===== config.mk =====
export PLATFORM = sky130hd
export DESIGN_NAME = ifetch_unit
export DESIGN_NICKNAME = d
export VERILOG_FILES = /design/src/rtl/ifetch_unit.sv
export SDC_FILE = /design/constraint.sdc
export NUM_CORES = 1
export LEC_CHECK = 0
export ABC_AREA = 0
export CAP_MARGIN = 20
export CORE_MARGIN = 4
export CORE_UTILIZATION = 35
export CTS_CLUSTER_DIAMETER = 100
export CTS_CLUSTER_SIZE = 8
export DETAILED_ROUTE_END_ITERATION = 16
export GPL_TIMING_DRIVEN = 0
export PLACE_DENSITY = 0.62
export RECOVER_POWER = 100
export SLEW_MARGIN = 10
export SYNTH_ARGS = -nofsm -noshare
export SYNTH_HDL_FRONTEND = slang
export SYNTH_SLANG_ARGS = --single-unit

===== constraint.sdc =====
create_clock -name clk -period 7.9 [get_ports clk]
set_clock_uncertainty 0.1 [all_clocks]
set_input_delay 1.58 -clock clk [delete_from_list [all_inputs] [get_ports clk]]
set_output_delay 1.58 -clock clk [all_outputs]
set_load 0.005 [all_outputs]

===== src/rtl/ifetch_unit.sv =====
// ifetch_unit: instruction-fetch initiator for the RV32I core.
// Presents the PC to a combinational instruction memory and captures the
// returned word into the IF/ID register. Handles sequential advance,
// branch/jump redirects, stall hold and misaligned/out-of-range fetch faults.
// The fault flag is sticky, and the only way out of a fault is reset.
module ifetch_unit #(
  parameter logic [31:0] RESET_PC   = 32'h0000_0000,
  parameter int unsigned IMEM_DEPTH = 8,
  parameter logic [31:0] NOP_INSTR  = 32'h0000_0013
) (
  input  logic        clk,
  input  logic        reset,
  input  logic        stall,
  input  logic        redirect_valid,
  input  logic [31:0] redirect_target,
  input  logic [31:0] instr_in,
  output logic [31:0] pc_out,
  output logic        if_valid,
  output logic [31:0] if_pc,
  output logic [31:0] if_pc_plus4,
  output logic [31:0] if_instr,
  output logic        fetch_fault,
  output logic [31:0] fetch_count
);

  // One past the last legal fetch byte address.
  localparam logic [31:0] PC_LIMIT = 32'(4 * IMEM_DEPTH);

  typedef enum logic [1:0] {
    BOOT = 2'b00,
    RUN  = 2'b01,
    HALT = 2'b10
  } state_t;

  state_t      state_r;
  logic [31:0] pc_r;
  logic        if_valid_r;
  logic [31:0] if_pc_r;
  logic [31:0] if_pc_plus4_r;
  logic [31:0] if_instr_r;
  logic        fetch_fault_r;
  logic [31:0] fetch_count_r;

  logic        target_ok_s;
  logic        pc_in_range_s;
  logic [31:0] pc_plus4_s;

  // A fetch address is usable only if word-aligned and inside the memory.
  function automatic logic addr_legal(input logic [31:0] addr);
    return (addr[1:0] == 2'b00) && (addr < PC_LIMIT);
  endfunction

  // Decode of the redirect target and of the current PC for this cycle.
  always_comb begin
    target_ok_s   = addr_legal(redirect_target);
    pc_in_range_s = (pc_r < PC_LIMIT);
    pc_plus4_s    = pc_r + 32'd4;
  end

  // Fetch state machine and IF/ID register; redirect beats stall.
  always_ff @(posedge clk or posedge reset) begin
    if (reset) begin
      state_r       <= BOOT;
      pc_r          <= RESET_PC;
      if_valid_r    <= 1'b0;
      if_pc_r       <= 32'd0;
      if_pc_plus4_r <= 32'd0;
      if_instr_r    <= NOP_INSTR;
      fetch_fault_r <= 1'b0;
      fetch_count_r <= 32'd0;
    end else begin
      case (state_r)
        BOOT: begin
          state_r <= RUN;
        end
        RUN: begin
          if (redirect_valid) begin
            if (target_ok_s) begin
              pc_r       <= redirect_target;
              if_valid_r <= 1'b0;
              if_instr_r <= NOP_INSTR;
            end else begin
              if_valid_r    <= 1'b0;
              fetch_fault_r <= 1'b1;
              state_r       <= HALT;
            end
          end else if (stall) begin
            state_r <= RUN;
          end else if (!pc_in_range_s) begin
            if_valid_r    <= 1'b0;
            fetch_fault_r <= 1'b1;
            state_r       <= HALT;
          end else begin
            if_pc_r       <= pc_r;
            if_pc_plus4_r <= pc_plus4_s;
            if_instr_r    <= instr_in;
            if_valid_r    <= 1'b1;
            pc_r          <= pc_plus4_s;
            fetch_count_r <= fetch_count_r + 32'd1;
          end
        end
        HALT: begin
          state_r <= HALT;
        end
        default: begin
          // Corrupted state encoding: stop fetching and flag it.
          if_valid_r    <= 1'b0;
          fetch_fault_r <= 1'b1;
          state_r       <= HALT;
        end
      endcase
    end
  end

  assign pc_out      = pc_r;
  assign if_valid    = if_valid_r;
  assign if_pc       = if_pc_r;
  assign if_pc_plus4 = if_pc_plus4_r;
  assign if_instr    = if_instr_r;
  assign fetch_fault = fetch_fault_r;
  assign fetch_count = fetch_count_r;

endmodule


==> results.toml <==
[drt]
drt_pass1_iterations = 4
num_vias = 4673
drtIter0Drc = 156
avgViaCountPerCell = 4.65
drtAntennaViolNets = 0
wirelength_mm = 17.6
wl_per_cell_um = 17.5
drc = 0

[logic_synthesis]
synth_xor_area_share_pct = 4.45
yosys.area.top_type_share_pct = 61.3
syn_nets = 585
synth_area_leaders = "dfrtp_1 (61%), nor2b_1 (7.9%), mux2_4 (6.5%), xnor2_1 (3.1%), and2_1 (2.7%)"
synth_seq_cells = 162
ys_seq_area_share_pct = 62.5
synth_compound_area_share_pct = 1.56
synthArstFlopShare_pct = 100
synth-adder-area-share_pct = 0.385
ys_types = 43
synth_area_mm2 = 0.00649
yosys_most_used_dff = "dfrtp_1"
yosysTopAreaCell = "dfrtp_1"
postSynthCellCount = 515
synth-simple-area-share_pct = 20.5
synthMuxAreaShare_pct = 7.80
avgSynthCellArea_um2 = 12.6
synth_edf_count = 0
synth_top_family_by_area = "simple AND/OR/NAND/NOR gates"
yosys_warnings = 0

[placement]
routabilityCongestion = 0.803
hpwl_mm = 13.1
port_buffers = 229

[clock_tree]
cts_tree = "done"
clkSinkCount = 162
cts_htree_levels = 4
hold_buffers = 0
cts-resized-gates = 0
cts_setup_buffers = 0
root_buffer = "clkbuf_16"
clock_path_buffers = 2
numCtsBuffers = 17
path_clk_slew_ps = 70
clk-insertion-delay-late_ps = 410

[global_routing]
grt_pass1_wl_mm = 27.2
grt_max_degree = 115
antenna_found_initial = 0
grt_remaining_overflow = 0
grt_pass1_vias = 4851
track_usage_pct = 16.9

[worst_setup_path]
setup.worst_path.start = "redirect_target[21]"
cp_max_fo = 10
path_class = "input port to flip-flop"
r2r_end = "if_instr[15]"
endpoint_kind = "flip-flop"
regToRegSetupSlack_ps = 4310
cp-start-kind = "input port"
worstPathArrival_ps = 5530
r2r_start = "state_r[1]"
rr_worst_depth = 6
endpoint = "if_instr[15]"
required_ps = 8100

[final_layout]
num_antenna_cells = 0
seqCellArea_mm2 = 0.00406
syn2layout_area_growth_pct = 46.8
fin_nets = 834
layout_commonest_cell = "dlygate4sd3_1"
finish.utilization_pct = 52.7
final.fill_count = 1594
final_cell_mix = "dlygate4sd3_1 (165), dfrtp_1 (159), nor2b_1 (82)"
multi_input_area_mm2 = 0.00213
drive_gt1_share_pct = 6.44

[timing]
maxSlewViolCount = 49
fin_crit_ps = 5340
worstMarginPinSlew_ps = 2220
report.final.hold_viol_count = 0
setup_viol = 0
period_share_pct = 67.6
rsz0062_at_grt = "false"
max-slew-margin-rel_pct = -48.6
whs_ps = 363
setup_tns_ps = 0
max_clock_freq_mhz = 187

[floorplan]
start_util_pct = 35.9
rows = 49
die_y_um = 144
core-area_mm2 = 0.0181
pin_count = 230
fp.dieW_um = 144
die-area_mm2 = 0.0208

[pwr]
p_leak_nw = 4.88
power_density_mw_per_mm2 = 197
ir_drop_mv = 0.149

[min_path]
hp-class = "flip-flop to flip-flop"
holdPathStages = 2

[run_status]
status = "finished with violations"
violations = "capacitance limit, slew limit"

[flow_run]
maxCapViolations = 1
==> cells in the mapped netlist, types with 2 or more instances <==
cell type,count
dfrtp_1,159
nor2b_1,82
nand2_1,33
and2_1,28
mux2_4,28
xnor2_1,23
clkbuf_1,15
nand4_1,15
nor2_1,15
nor4_1,15
inv_1,12
nor3_1,12
nand3_1,10
xor2_1,10
mux2_2,5
a21oi_1,4
and3_1,4
buf_4,4
o21ai_0,4
buf_2,3
buf_6,3
dfstp_2,3
mux2i_1,3
and2b_1,2
and4_1,2
ha_1,2
o22ai_1,2
or4_1,2
==> cell type report <==
cell class	instances	area share [%]
inverter	12	0.486
clock buffer	18	4.61
sequential	162	42.6
timing repair buffer	230	24.3
tap	229	3.01
clock inverter	14	1.48
multi-input combinational	316	22.4
buffer	25	1.14
==> flip-flops by register name, indices dropped and copies added (netlist names) <==
register and count:
state_r 2, if_instr 32, fetch_count 32, if_pc 32, if_pc_plus4 30, fetch_fault 1, pc_out 32, if_valid 1
==> where the power goes <==
part / switching (mW) / leakage (nW) / internal, mW
Clock: 0.369 / 0.275 / 0.427
Combinational: 0.0777 / 2.40 / 0.108
Sequential: 0.0278 / 2.20 / 0.869
Total: 0.474 / 4.88 / 1.40
==> logic make-up after synthesis <==
family                   Yosys count
AND/OR/NAND/NOR                  229
flip-flops                       162
buffers and inverters             37
multiplexers                      36
XOR/XNOR                          33
AO/OA/AOI/OAI                     16
adder cells (fa/ha/maj)            2
==> stage by stage <==
step	power, mW	instance area, µm²	instances	setup WS (ps)
2_1_floorplan	0.990	6490	515	1850
3_3_place_gp	1.12	9070	973	-247
3_5_place_dp	1.13	9110	974	3280
4_1_cts	1.94	9690	1006	3670
5_1_grt	1.96	9530	1006	2380
6_report	1.88	9530	1006	2560
==> worst max-delay path: stages <==
cell	delay [ps]
dlygate4sd3_1	540
or4_1	570
or4_2	630
nor3_1	910
nor2_1	470
clkbuf_1	420
mux2_1	410
==> worst min-delay path by stage <==
stage          slack [ps]           start              to
6_report              360  if_pc_plus4[3]  if_pc_plus4[3]
3_5_place_dp          360     if_instr[1]     if_instr[1]
4_1_cts               370     if_instr[1]     if_instr[1]
5_1_grt               390  if_pc_plus4[3]  if_pc_plus4[3]
2_1_floorplan         350     fetch_fault     fetch_fault
3_3_place_gp          360        if_pc[3]        if_pc[3]
==> routing by layer <==
metal	global-route usage [%]	wire length, µm
met3	5.03	923
met5	0	0
met1	21.9	7620
met2	26.9	8620
met4	6.19	446
(Power assumes the default switching activity.)
